<file path="config.mk">
export PLATFORM = sky130hd
export DESIGN_NAME = sbio_rx_deframer
export DESIGN_NICKNAME = d
export VERILOG_FILES = /design/src/rtl/sbio_rx_deframer.sv
export SDC_FILE = /design/constraint.sdc
export NUM_CORES = 1
export LEC_CHECK = 0
export CORE_AREA = 2 2 133 135
export DETAILED_ROUTE_END_ITERATION = 10
export DIE_AREA = 0 0 135 137
export GPL_TIMING_DRIVEN = 0
export PLACE_DENSITY = 0.8
export SLEW_MARGIN = 20
export SYNTH_ARGS = -nofsm -noshare
export SYNTH_HDL_FRONTEND = slang
export SYNTH_SLANG_ARGS = --single-unit
</file>
<file path="constraint.sdc">
create_clock -name clk -period 2.2 [get_ports clk]
set_clock_uncertainty 0.2 [all_clocks]
set_input_delay 0.22 -clock clk [delete_from_list [all_inputs] [get_ports clk]]
set_output_delay 0.22 -clock clk [all_outputs]
set_load 0.02 [all_outputs]
</file>
<file path="src/rtl/sbio_rx_deframer.sv">
// Receive-side deframer for the 2-pin PIO RAM link: detects the active-low start
// cycle, shifts in header and data, timestamps the message and queues it for the consumer.
module sbio_rx_deframer #(
  parameter int IO_BITS          = 2,
  parameter int RX_HEADER_CYCLES = 2,
  parameter int RX_DATA_CYCLES   = 8,
  parameter int FIFO_DEPTH       = 4,
  parameter int TS_BITS          = 16
) (
  input  logic                                 clk,
  input  logic                                 reset,
  input  logic [IO_BITS-1:0]                   rx_pins,
  input  logic                                 enable,
  output logic                                 out_valid,
  input  logic                                 out_ready,
  output logic [IO_BITS*RX_HEADER_CYCLES-1:0]  out_header,
  output logic [IO_BITS*RX_DATA_CYCLES-1:0]    out_data,
  output logic [TS_BITS-1:0]                   out_timestamp,
  output logic                                 overflow,
  input  logic                                 clear_overflow,
  output logic [15:0]                          msg_count,
  output logic                                 busy
);

  localparam int HDR_W   = IO_BITS * RX_HEADER_CYCLES;
  localparam int DAT_W   = IO_BITS * RX_DATA_CYCLES;
  localparam int ENTRY_W = TS_BITS + HDR_W + DAT_W;
  localparam int PTR_W   = (FIFO_DEPTH > 1) ? $clog2(FIFO_DEPTH) : 1;
  localparam int MAX_CYC = (RX_HEADER_CYCLES > RX_DATA_CYCLES) ? RX_HEADER_CYCLES : RX_DATA_CYCLES;
  localparam int CNT_W   = $clog2(MAX_CYC + 1);

  localparam logic [CNT_W-1:0] HDR_LAST  = CNT_W'(RX_HEADER_CYCLES - 1);
  localparam logic [CNT_W-1:0] DAT_LAST  = CNT_W'(RX_DATA_CYCLES - 1);
  localparam logic [CNT_W-1:0] CNT_ZERO  = CNT_W'(0);
  localparam logic [CNT_W-1:0] CNT_ONE   = CNT_W'(1);
  localparam logic [PTR_W:0]   FIFO_FULL = (PTR_W + 1)'(FIFO_DEPTH);
  localparam logic [PTR_W:0]   CNT0_FIFO = (PTR_W + 1)'(0);
  localparam logic [PTR_W:0]   CNT1_FIFO = (PTR_W + 1)'(1);
  localparam logic [PTR_W-1:0] PTR_ONE   = PTR_W'(1);

  typedef enum logic [1:0] {
    ST_IDLE   = 2'd0,
    ST_HEADER = 2'd1,
    ST_DATA   = 2'd2
  } state_t;

  state_t              r_state;
  state_t              w_state_next;
  logic [CNT_W-1:0]    r_cnt;
  logic [CNT_W-1:0]    w_cnt_next;
  logic                w_start;
  logic                w_last_data;

  logic [TS_BITS-1:0]  r_ts;
  logic [TS_BITS-1:0]  r_start_ts;
  logic [HDR_W-1:0]    r_hdr;
  logic [DAT_W-1:0]    r_dat;
  logic                r_push;
  logic                r_busy;

  logic [ENTRY_W-1:0]  r_mem [FIFO_DEPTH];
  logic [PTR_W-1:0]    r_wr_ptr;
  logic [PTR_W-1:0]    r_rd_ptr;
  logic [PTR_W:0]      r_count;
  logic [PTR_W:0]      w_count_next;
  logic                r_out_valid;
  logic                r_overflow;
  logic [15:0]         r_msg_count;

  logic                w_pop;
  logic                w_full;
  logic                w_push_ok;
  logic                w_drop;

  // Free-running timestamp counter
  always_ff @(posedge clk) begin
    if (reset) begin
      r_ts <= TS_BITS'(0);
    end else begin
      r_ts <= r_ts + TS_BITS'(1);
    end
  end

  // FSM state and cycle counter registers
  always_ff @(posedge clk) begin
    if (reset) begin
      r_state <= ST_IDLE;
      r_cnt   <= CNT_ZERO;
      r_busy  <= 1'b0;
    end else begin
      r_state <= w_state_next;
      r_cnt   <= w_cnt_next;
      r_busy  <= (w_state_next != ST_IDLE);
    end
  end

  // FSM next-state: enable gates only the start detect, an open message always completes
  always_comb begin
    w_state_next = r_state;
    w_cnt_next   = r_cnt;
    w_start      = 1'b0;
    w_last_data  = 1'b0;
    case (r_state)
      ST_IDLE: begin
        if (enable && (rx_pins[0] == 1'b0)) begin
          w_state_next = ST_HEADER;
          w_cnt_next   = CNT_ZERO;
          w_start      = 1'b1;
        end else begin
          w_state_next = ST_IDLE;
          w_cnt_next   = CNT_ZERO;
        end
      end
      ST_HEADER: begin
        if (r_cnt == HDR_LAST) begin
          w_state_next = ST_DATA;
          w_cnt_next   = CNT_ZERO;
        end else begin
          w_state_next = ST_HEADER;
          w_cnt_next   = r_cnt + CNT_ONE;
        end
      end
      ST_DATA: begin
        if (r_cnt == DAT_LAST) begin
          w_state_next = ST_IDLE;
          w_cnt_next   = CNT_ZERO;
          w_last_data  = 1'b1;
        end else begin
          w_state_next = ST_DATA;
          w_cnt_next   = r_cnt + CNT_ONE;
        end
      end
      default: begin
        w_state_next = ST_IDLE;
        w_cnt_next   = CNT_ZERO;
      end
    endcase
  end

  // Shift registers (new pins enter at the MSB end) and start-cycle timestamp latch
  always_ff @(posedge clk) begin
    if (reset) begin
      r_hdr      <= HDR_W'(0);
      r_dat      <= DAT_W'(0);
      r_start_ts <= TS_BITS'(0);
      r_push     <= 1'b0;
    end else begin
      if (r_state == ST_HEADER) begin
        r_hdr <= {rx_pins, r_hdr[HDR_W-1:IO_BITS]};
      end
      if (r_state == ST_DATA) begin
        r_dat <= {rx_pins, r_dat[DAT_W-1:IO_BITS]};
      end
      if (w_start) begin
        r_start_ts <= r_ts;
      end
      r_push <= w_last_data;
    end
  end

  // FIFO handshake: a pop in the push cycle frees room for the incoming message
  always_comb begin
    w_pop     = r_out_valid && out_ready;
    w_full    = (r_count == FIFO_FULL);
    w_push_ok = r_push && (!w_full || w_pop);
    w_drop    = r_push && w_full && !w_pop;
    case ({w_push_ok, w_pop})
      2'b10:   w_count_next = r_count + CNT1_FIFO;
      2'b01:   w_count_next = r_count - CNT1_FIFO;
      default: w_count_next = r_count;
    endcase
  end

  // FIFO storage; entries need no reset because out_valid masks them
  always_ff @(posedge clk) begin
    if (w_push_ok) begin
      r_mem[r_wr_ptr] <= {r_start_ts, r_hdr, r_dat};
    end
  end

  // FIFO pointers, occupancy and registered valid
  always_ff @(posedge clk) begin
    if (reset) begin
      r_wr_ptr    <= PTR_W'(0);
      r_rd_ptr    <= PTR_W'(0);
      r_count     <= CNT0_FIFO;
      r_out_valid <= 1'b0;
    end else begin
      if (w_push_ok) begin
        r_wr_ptr <= r_wr_ptr + PTR_ONE;
      end
      if (w_pop) begin
        r_rd_ptr <= r_rd_ptr + PTR_ONE;
      end
      r_count     <= w_count_next;
      r_out_valid <= (w_count_next != CNT0_FIFO);
    end
  end

  // Sticky overflow (clear wins) and accepted-message counter
  always_ff @(posedge clk) begin
    if (reset) begin
      r_overflow  <= 1'b0;
      r_msg_count <= 16'd0;
    end else begin
      if (clear_overflow) begin
        r_overflow <= 1'b0;
      end else if (w_drop) begin
        r_overflow <= 1'b1;
      end
      if (w_push_ok) begin
        r_msg_count <= r_msg_count + 16'd1;
      end
    end
  end

  assign out_valid = r_out_valid;
  assign {out_timestamp, out_header, out_data} = r_mem[r_rd_ptr];
  assign overflow  = r_overflow;
  assign msg_count = r_msg_count;
  assign busy      = r_busy;

endmodule

</file>
==> reports/results.ini <==
[run_status]
status = complete, but fails checks
violations = setup timing

[die]
die_w_um = 135
rows = 48
die_h_um = 137
core_area_um2 = 17100
start_util_pct = 51.4
die_area_um2 = 18500
ios = 62

[critical_path]
critPathTopFamily = buffers and inverters
cp-end-kind = primary output
critical_path_required_ps = 1780
path_class = reg2out
r2r_start = r_push$_SDFF_PP0_
crit_slowest_cell = mux4_2
path_max_fanout = 6
cp_slowest_stage_delay_ps = 530
critPathArrivalTime_ps = 1920
cpMostUsedCell = buf_12
crit_buf_inv = 4
cp_cell_sequence = buf_12, buf_12, buf_8, mux4_2, buf_6
crit_path_start_kind = register

[final_layout]
fillers = 1183
fin_nets = 706
drive_gt1_share_pct = 23.4
multiInputGateArea_um2 = 2610
register_area_um2 = 6070
finalNonFillerCells = 927
syn2layout_area_growth_pct = 22.9
diodes = 0

[timing]
maxSlewViolCount = 0
slew_headroom_pct = 52.6
max_slew.worst_pin.slew_ps = 710
post-route-period-util_pct = 106
rsz0062_at_grt = true
fmax_mhz = 428
setup_viol = 35
period_minus_slack_ps = 2340
hold_viol = 0
layout_setup_ws_ps = -135

[grt]
grt_pass1_vias = 5382
grt_first_pass_wirelength_um = 27400
grt_max_degree = 37
antenna_found_initial = 0
grt_usage_pct = 18.9
gr-total-overflow = 0

[synthesis]
synthCells = 581
netlist_area_um2 = 8760
synth_commonest_cells = edfxtp_1 (144), dfxtp_1 (87), nor2_1 (55), nand2_1 (47), mux4_2 (36)
yosysTopAreaCellShare_pct = 49.4
synth.distinct_cells = 50
synth_flop_cell = edfxtp_1
async_flop_share_pct = 0
synthTopCellsByArea = edfxtp_1 (49%), dfxtp_1 (20%), mux4_2 (9.3%)
synth_edf_count = 144
synth.most_common_cell = edfxtp_1
syn_nets = 601
synth_top_area_cell = edfxtp_1
yosysWarnings = 0
ys_ff_latch = 231
yosysSeqAreaShare_pct = 69.2
syn_area_per_cell_um2 = 15.1

[place]
placedCellCount = 867
portBuffers = 61
place_hpwl_um = 10300
finalWeightedCongestion = 0.823

[cts]
cts_htree_levels = 1
cts_tree = built
cts_max_path_buffers = 3
hold_buffers = 0
cts_buffers = 22
clkTransAtPathRegs_ps = 60
clock_latency_ps = 500
clock-sinks = 231
clock-root-buffer = clkbuf_16

[detailed_routing]
drc = 0
drt-initial-drc-count = 417
via_count = 5312
viasPerCell = 5.73
ant_nets = 0
wirelength_um = 18400
wire_per_inst_um = 19.9
first_pass_iters = 5

[worst_hold_path]
hold_path_class = in2reg
hp-start = clear_overflow

[power_and_ir_drop]
switchingPower_uw = 2140
combPwrFrac_pct = 12.9
p_leak_uw = 0.00362
sequentialPowerShare_pct = 49.6
power-per-cell-area_nw_per_um2 = 874
pwr-share-clk_pct = 37.5
p_sw_share_pct = 22.8
intPower_uw = 7260
finalPower_uw = 9410
peakVddDrop_uv = 514

[run]
cap_violations = 0

path summary, 6_finish.rpt:
kind                            to  cells after the start  slack, ps
max reg2reg   out_valid$_SDFF_PP0_                      5         20
min reg2reg    r_cnt[0]$_SDFF_PP0_                      1        270
max                  out_header[3]                      5       -140
min          overflow$_SDFFE_PP0P_                      2         70
power by group through the flow:
stage	Clock [µW]	Sequential (µW)	Combinational, µW
detailed placement	0	4750	858
CTS	3580	4660	970
finish	3530	4670	1210
global placement	0	4740	834
global route	3750	4670	1280
floorplan	0	4750	562
final cells by class:
class                      instances  share of cell area, %
inverter                          15                  0.523
multi-input combinational        314                   24.2
tap                              225                   2.62
buffer                            21                   1.62
timing repair buffer              81                   8.30
clock inverter                    10                  0.546
clock buffer                      30                   5.78
sequential                       231                   56.4
what timing repair did:
item,CTS,global route
setup endpoints to repair,182,199
pin swaps,0,4
resized for setup,180,90
gates cloned,0,6
setup buffers,12,6
registers in the layout, summed over array words and instances (netlist names), 2 cells and up, named ones only:
register,flops
r_state,2
r_mem,144
r_ts,16
r_hdr,4
r_dat,16
r_rd_ptr,2
r_wr_ptr,2
r_count,3
r_cnt,4
msg_count,16
r_start_ts,16
layer usage:
metal | GRT usage (%) | up-vias | wire, µm
met1 | 23.6 | 2688 | 7480
met3 | 3.15 | 27 | 1150
met2 | 33.5 | 204 | 9400
met5 | 0 | - | 0
li1 | - | 2393 | -
met4 | 7.18 | 0 | 372
cells by family after synthesis:
| logic type | Yosys count | synth area share (%) |
|---|---|---|
| xor gates and xnor gates | 24 | 2.40 |
| and+or+nand+nor | 155 | 8.37 |
| muxes | 58 | 11.8 |
| AOI/OAI and AO/OA | 60 | 4.28 |
| adders and majority gates | 13 | 1.94 |
| buffers and inverters | 40 | 1.97 |
| DFF | 231 | 69.2 |
worst register-to-register path, cell delays in order (launching register included):
cell	delay [ps]
dfxtp_1	370
nand3b_1	260
fa_1	440
o311ai_0	400
a21oi_1	160
a31o_2	240
stage by stage:
| step | hold WS (ps) | util (%) | instance area (µm²) | worst slack, ps | setup TNS (ps) |
|---|---|---|---|---|---|
| floorplan | 96.8 | - | 8770 | 139 | 0 |
| global placement | 245 | 56.6 | 9660 | -589 | -87090 |
| finish | 70.3 | 63.1 | 10800 | -135 | -2630 |
| global route | 64.5 | 63.1 | 10800 | -197 | -4720 |
| CTS | 55.1 | 60.8 | 10400 | -250 | -28200 |
| detailed placement | 255 | 56.6 | 9660 | -634 | -97120 |
cell usage in the layout, fill, tap and decap left out, drive strengths merged, types with 2 or more instances in the layout:
master and count:
inv 15, edfxtp 144, clkinvlp 4, a21bo 2, nand2 47, clkdlybuf4s50 25
mux4 36, a21oi 29, and3 10, dfxtp 87, a211o 2, nand4 9
clkbuf 43, xnor2 15, clkinv 6, a2111oi 2, o211ai 2, and2 2
nand3 11, nor4 3, mux2 2, buf 63, nor3b 2, nor2 55
nor2b 3, ha 12, a211oi 7, a31o 2, or4 4, or3 5
o31ai 4, o21ai 7, mux2i 20, or2 2, xor2 9
(Power assumes the default switching activity.)
